### src/rtl/dmem_arbiter.sv
// dmem_arbiter: shares the single-port data memory between the processor (port 0) and a secondary master (port 1).
// Writes take one cycle and can issue back-to-back. A read holds the port for RD_LAT+1 cycles. A requester that loses holds req and sees gnt=0.
module dmem_arbiter #(
  parameter int ADDR_W    = 12,
  parameter int DATA_W    = 32,
  parameter int RD_LAT    = 1,
  parameter int FIXED_PRI = 0
) (
  input  logic              clock,
  input  logic              reset,
  input  logic              req0,
  input  logic              req1,
  input  logic              we0,
  input  logic              we1,
  input  logic [ADDR_W-1:0] addr0,
  input  logic [ADDR_W-1:0] addr1,
  input  logic [DATA_W-1:0] wdata0,
  input  logic [DATA_W-1:0] wdata1,
  output logic              gnt0,
  output logic              gnt1,
  output logic              rvalid0,
  output logic              rvalid1,
  output logic [DATA_W-1:0] rdata0,
  output logic [DATA_W-1:0] rdata1,
  output logic              stall0,
  output logic [ADDR_W-1:0] address_dmem,
  output logic [DATA_W-1:0] data,
  output logic              wren,
  input  logic [DATA_W-1:0] q_dmem
);

  localparam int CNT_W = 3;

  typedef enum logic {IDLE, RD_WAIT} state_t;

  state_t             state_q, state_d;
  logic [CNT_W-1:0]   cnt_q;
  logic               last_q;
  logic               owner_q;
  logic [ADDR_W-1:0]  addr_q;
  logic [DATA_W-1:0]  data_q;
  logic               sel;
  logic               sel_we;
  logic               gnt_any;
  logic               rd_done;
  logic [ADDR_W-1:0]  sel_addr;
  logic [DATA_W-1:0]  sel_data;

  assign rd_done = (state_q == RD_WAIT) && (cnt_q == CNT_W'(1));

  always_comb begin
    sel     = 1'b0;
    gnt_any = 1'b0;
    state_d = state_q;
    if (!reset && state_q == IDLE && (req0 || req1)) begin
      gnt_any = 1'b1;
      // On a tie the requester that was not served last wins, unless port 0 has fixed priority.
      if (req0 && req1) sel = (FIXED_PRI != 0) ? 1'b0 : ~last_q;
      else              sel = req1;
    end
    sel_addr = sel ? addr1  : addr0;
    sel_data = sel ? wdata1 : wdata0;
    sel_we   = sel ? we1    : we0;
    gnt0     = gnt_any & ~sel;
    gnt1     = gnt_any & sel;
    stall0   = req0 & ~gnt0;
    wren     = gnt_any & sel_we;
    if (reset) begin
      address_dmem = '0;
      data         = '0;
    end else if (gnt_any) begin
      address_dmem = sel_addr;
      data         = sel_data;
    end else begin
      address_dmem = addr_q;
      data         = data_q;
    end
    if (gnt_any && !sel_we) state_d = RD_WAIT;
    else if (rd_done)       state_d = IDLE;
  end

  always_ff @(posedge clock) begin
    if (reset) begin
      state_q <= IDLE;
      cnt_q   <= '0;
      last_q  <= 1'b1;
      owner_q <= 1'b0;
      addr_q  <= '0;
      data_q  <= '0;
      rvalid0 <= 1'b0;
      rvalid1 <= 1'b0;
      rdata0  <= '0;
      rdata1  <= '0;
    end else begin
      state_q <= state_d;
      rvalid0 <= 1'b0;
      rvalid1 <= 1'b0;
      if (gnt_any) begin
        last_q <= sel;
        addr_q <= sel_addr;
        data_q <= sel_data;
        if (!sel_we) begin
          owner_q <= sel;
          cnt_q   <= CNT_W'(RD_LAT);
        end
      end else if (state_q == RD_WAIT) begin
        cnt_q <= cnt_q - 1'b1;
        if (rd_done) begin
          if (owner_q) begin
            rdata1  <= q_dmem;
            rvalid1 <= 1'b1;
          end else begin
            rdata0  <= q_dmem;
            rvalid0 <= 1'b1;
          end
        end
      end
    end
  end

endmodule

### config.mk
export PLATFORM = sky130hd
export DESIGN_NAME = dmem_arbiter
export DESIGN_NICKNAME = d
export VERILOG_FILES = /design/src/rtl/dmem_arbiter.sv
export SDC_FILE = /design/constraint.sdc
export NUM_CORES = 1
export LEC_CHECK = 0
export ABC_AREA = 1
export CAP_MARGIN = 20
export CORE_AREA = 2 2 109 111
export CTS_CLUSTER_SIZE = 8
export DETAILED_ROUTE_END_ITERATION = 8
export DIE_AREA = 0 0 111 113
export PLACE_DENSITY = 0.95
export RECOVER_POWER = 50
export SLEW_MARGIN = 20
export SYNTH_ARGS = -nofsm -noshare
export SYNTH_HDL_FRONTEND = slang
export SYNTH_SLANG_ARGS = --single-unit
### constraint.sdc
create_clock -name clock -period 3.6 [get_ports clock]
set_input_delay 0.72 -clock clock [delete_from_list [all_inputs] [get_ports clock]]
set_output_delay 0.72 -clock clock [all_outputs]
set_load 0.005 [all_outputs]
==> flow_summary.json <==
{
  "grt_max_degree": 47,
  "mostFrequentLayoutCells": "171 x clkdlybuf4s50_1, 127 x nand2_1, 116 x dfxtp_1",
  "p_per_area_nw_per_um2": 464,
  "critPathLaunchType": "input pin",
  "nFillCells": 832,
  "skew_ns": 0.00633,
  "min_path_type": "flop to flop",
  "cp.required_ns": 2.88,
  "synth_compound_area_share_pct": 18.6,
  "worstMarginPinSlew_ns": 1.54,
  "yosys_warnings": 0,
  "avgRoutedWirePerCell_um": 16.4,
  "diodes": 0,
  "fmax_ghz": 0.288,
  "gr-total-overflow": 0,
  "grt_pass1_wl_mm": 25.6,
  "synth_top_family_by_area": "simple AND/OR/NAND/NOR gates",
  "worstHoldPathCells": 2,
  "synthXorXnorAreaFrac_pct": 0,
  "die_y_um": 113,
  "synth_fp_nets": 735,
  "cts_tree": "built",
  "finalSetupViolCount": 0,
  "vias_per_cell": 5.12,
  "cts_num_sinks": 116,
  "drt.antenna.violating_nets": 0,
  "gr-usage-met2_pct": 46.7,
  "combPwrFrac_pct": 15.8,
  "irDropWorstVdd_mv": 0.308,
  "cts_setup_buffers": 0,
  "grt_util_met1_pct": 27.0,
  "grt_pass1_vias": 5149,
  "hpwl_mm": 11.4,
  "synth-simple-area-share_pct": 26.2,
  "worstPathArrival_ns": 2.75,
  "slew_headroom_pct": -2.37,
  "synth_seq_area_share_pct": 47.8,
  "synth_fa_ha_area_share_pct": 0.515,
  "port-buffer-count": 239,
  "cts_max_level": 4,
  "layout_commonest_cell": "clkdlybuf4s50_1",
  "r2r_end": "rdata0[13]",
  "power_switching_mw": 0.895,
  "finalWeightedCongestion": 0.845,
  "syn2layout_area_growth_pct": 61.9,
  "reg2regPathDepth": 7,
  "ys_types": 29,
  "grtUsageTotal_pct": 25.8,
  "final_util_pct": 69.8,
  "core_um2": 11300,
  "drt-initial-drc-count": 364,
  "ys_seq_elements": 116,
  "outcome": "complete, but fails checks",
  "hold-path-endpoint": "rdata1[18]",
  "drive_above_1_share_pct": 13.9,
  "pwr-share-clk_pct": 46.6,
  "drc_errors": 0,
  "drv_slew": 34,
  "clk_latency_ns": 0.41,
  "die_w_um": 111,
  "drt-total-wl_mm": 16.2,
  "r2r_slack_ns": 1.33,
  "antenna_found_initial": 0,
  "cap_viol_max_count": 1,
  "power_leakage_nw": 3.15,
  "synthCells": 607,
  "switching_share_pct": 24.5,
  "rows": 39,
  "cp-end-kind": "output pin",
  "dieArea_um2": 12500,
  "io_pins": 240,
  "hold_viol_final": 0,
  "rsz0062_at_grt": "no",
  "finalNetCount": 964,
  "crit_type": "input pin to output pin",
  "top_usage_layer": "met2",
  "p_int_mw": 2.76,
  "cts_buffers": 17,
  "tns_ns": 0,
  "cts_hold_buffers": 0,
  "post_cts_resized": 0,
  "num_vias": 5077,
  "p_seq_share_pct": 37.6,
  "root_buffer": "clkbuf_16",
  "violations": "capacitance limit, slew limit",
  "post-route-min-period_ns": 3.47,
  "crit_fanout": 29,
  "clock_path_buffers": 2,
  "fin_crit_sh_pct": 96.5,
  "worstHoldStart": "rdata1[18]",
  "r2r-start": "cnt_q[0]",
  "firstDrtPassIters": 5,
  "muxShareOfSynthArea_pct": 0,
  "start_util_pct": 43.1,
  "grtUsageMet3_pct": 8.84,
  "syn_area_per_cell_um2": 8.01,
  "syn-cell-area_um2": 4860,
  "clkTransAtPathRegs_ns": 0.05
}
-- cells by family after synthesis --
group,count (synthesis)
AOI/OAI and AO/OA,143
adders and majority gates,2
buffers and inverters,58
DFF,116
and+or+nand+nor,288
-- registers in the layout, indices dropped and copies added (netlist names), 3 cells and up --
register,count
cnt_q,3
data_q,32
addr_q,12
rdata1,32
rdata0,32
-- critical path, cell delays in order --
cell and delay (ns):
clkdlybuf4s50_1 0.59, o21ai_4 0.10, inv_4 0.13, buf_12 0.18, nand2_1 0.07, nand2_1 0.06
o21ai_0 0.09, a21oi_1 0.21, clkdlybuf4s50_1 0.60
-- stage by stage --
step | hold slack [ns] | worst slack [ns] | power [mW] | area (um^2) | instances
floorplan | 0.429 | 1.36 | 1.66 | 4860 | 607
global route | 0.474 | 0.0275 | 3.79 | 7870 | 992
CTS | 0.461 | 0.0318 | 3.68 | 7920 | 992
detailed placement | 0.452 | 0.0395 | 1.98 | 7320 | 960
finish | 0.458 | 0.126 | 3.65 | 7870 | 992
global placement | 0.448 | 0.120 | 1.97 | 7320 | 960
-- worst max-delay path by stage --
stage                from               to  slack [ns]  depth (start not counted)
floorplan           reset         data[12]        1.36                          8
global placement     req0         data[16]        0.12                          9
detailed placement   req0         data[12]        0.04                          9
CTS                  req0         data[12]        0.03                          9
global route         req0         data[25]        0.03                          9
finish               req0  address_dmem[0]        0.13                          9
-- synth_stat cells (all sizes together) --
| library cell | number | area share [%] |
|---|---|---|
| clkbuf | 12 | 0.93 |
| nor2 | 76 | 6.2 |
| buf | 31 | 4.7 |
| dfxtp | 116 | 48 |
| clkinv | 1 | 0.077 |
| nand2 | 160 | 14 |
| a21oi | 64 | 8.1 |
| inv | 14 | 1.2 |
| nor3b | 2 | 0.51 |
| o21ai | 70 | 8.2 |
| a31oi | 9 | 2.3 |
| nand4 | 1 | 0.13 |
| nand3 | 47 | 5.1 |
| ha | 2 | 0.51 |
| nor4 | 1 | 0.13 |
| or2 | 1 | 0.13 |
-- power by group through the flow --
stage	Clock (mW)	Combinational, mW	Sequential (mW)
finish	1.70	0.576	1.37
global placement	0	0.572	1.40
CTS	1.72	0.590	1.38
detailed placement	0	0.582	1.40
floorplan	0	0.264	1.40
global route	1.78	0.624	1.38
-- per-layer routing --
layer  share of wire (%)  vias up  wire length (um)
li1                    -     2461                 -
met1                  38     2320              6120
met2                  50      249              8180
met3                 8.5       47              1380
met4                 3.4        0               546
met5                   0        -                 0
-- area by class of cell --
cell class	count	area [um^2]	share of cell area, %
Timing Repair Buffer	253	2550	32.4
Clock buffer	18	439	5.58
Tap cell	143	179	2.27
Multi-Input combinational cell	433	2160	27.4
Sequential cell	116	2320	29.5
Inverter	15	63.8	0.811
Clock inverter	14	161	2.05
Note: power is estimated with default switching activity, not from simulation.
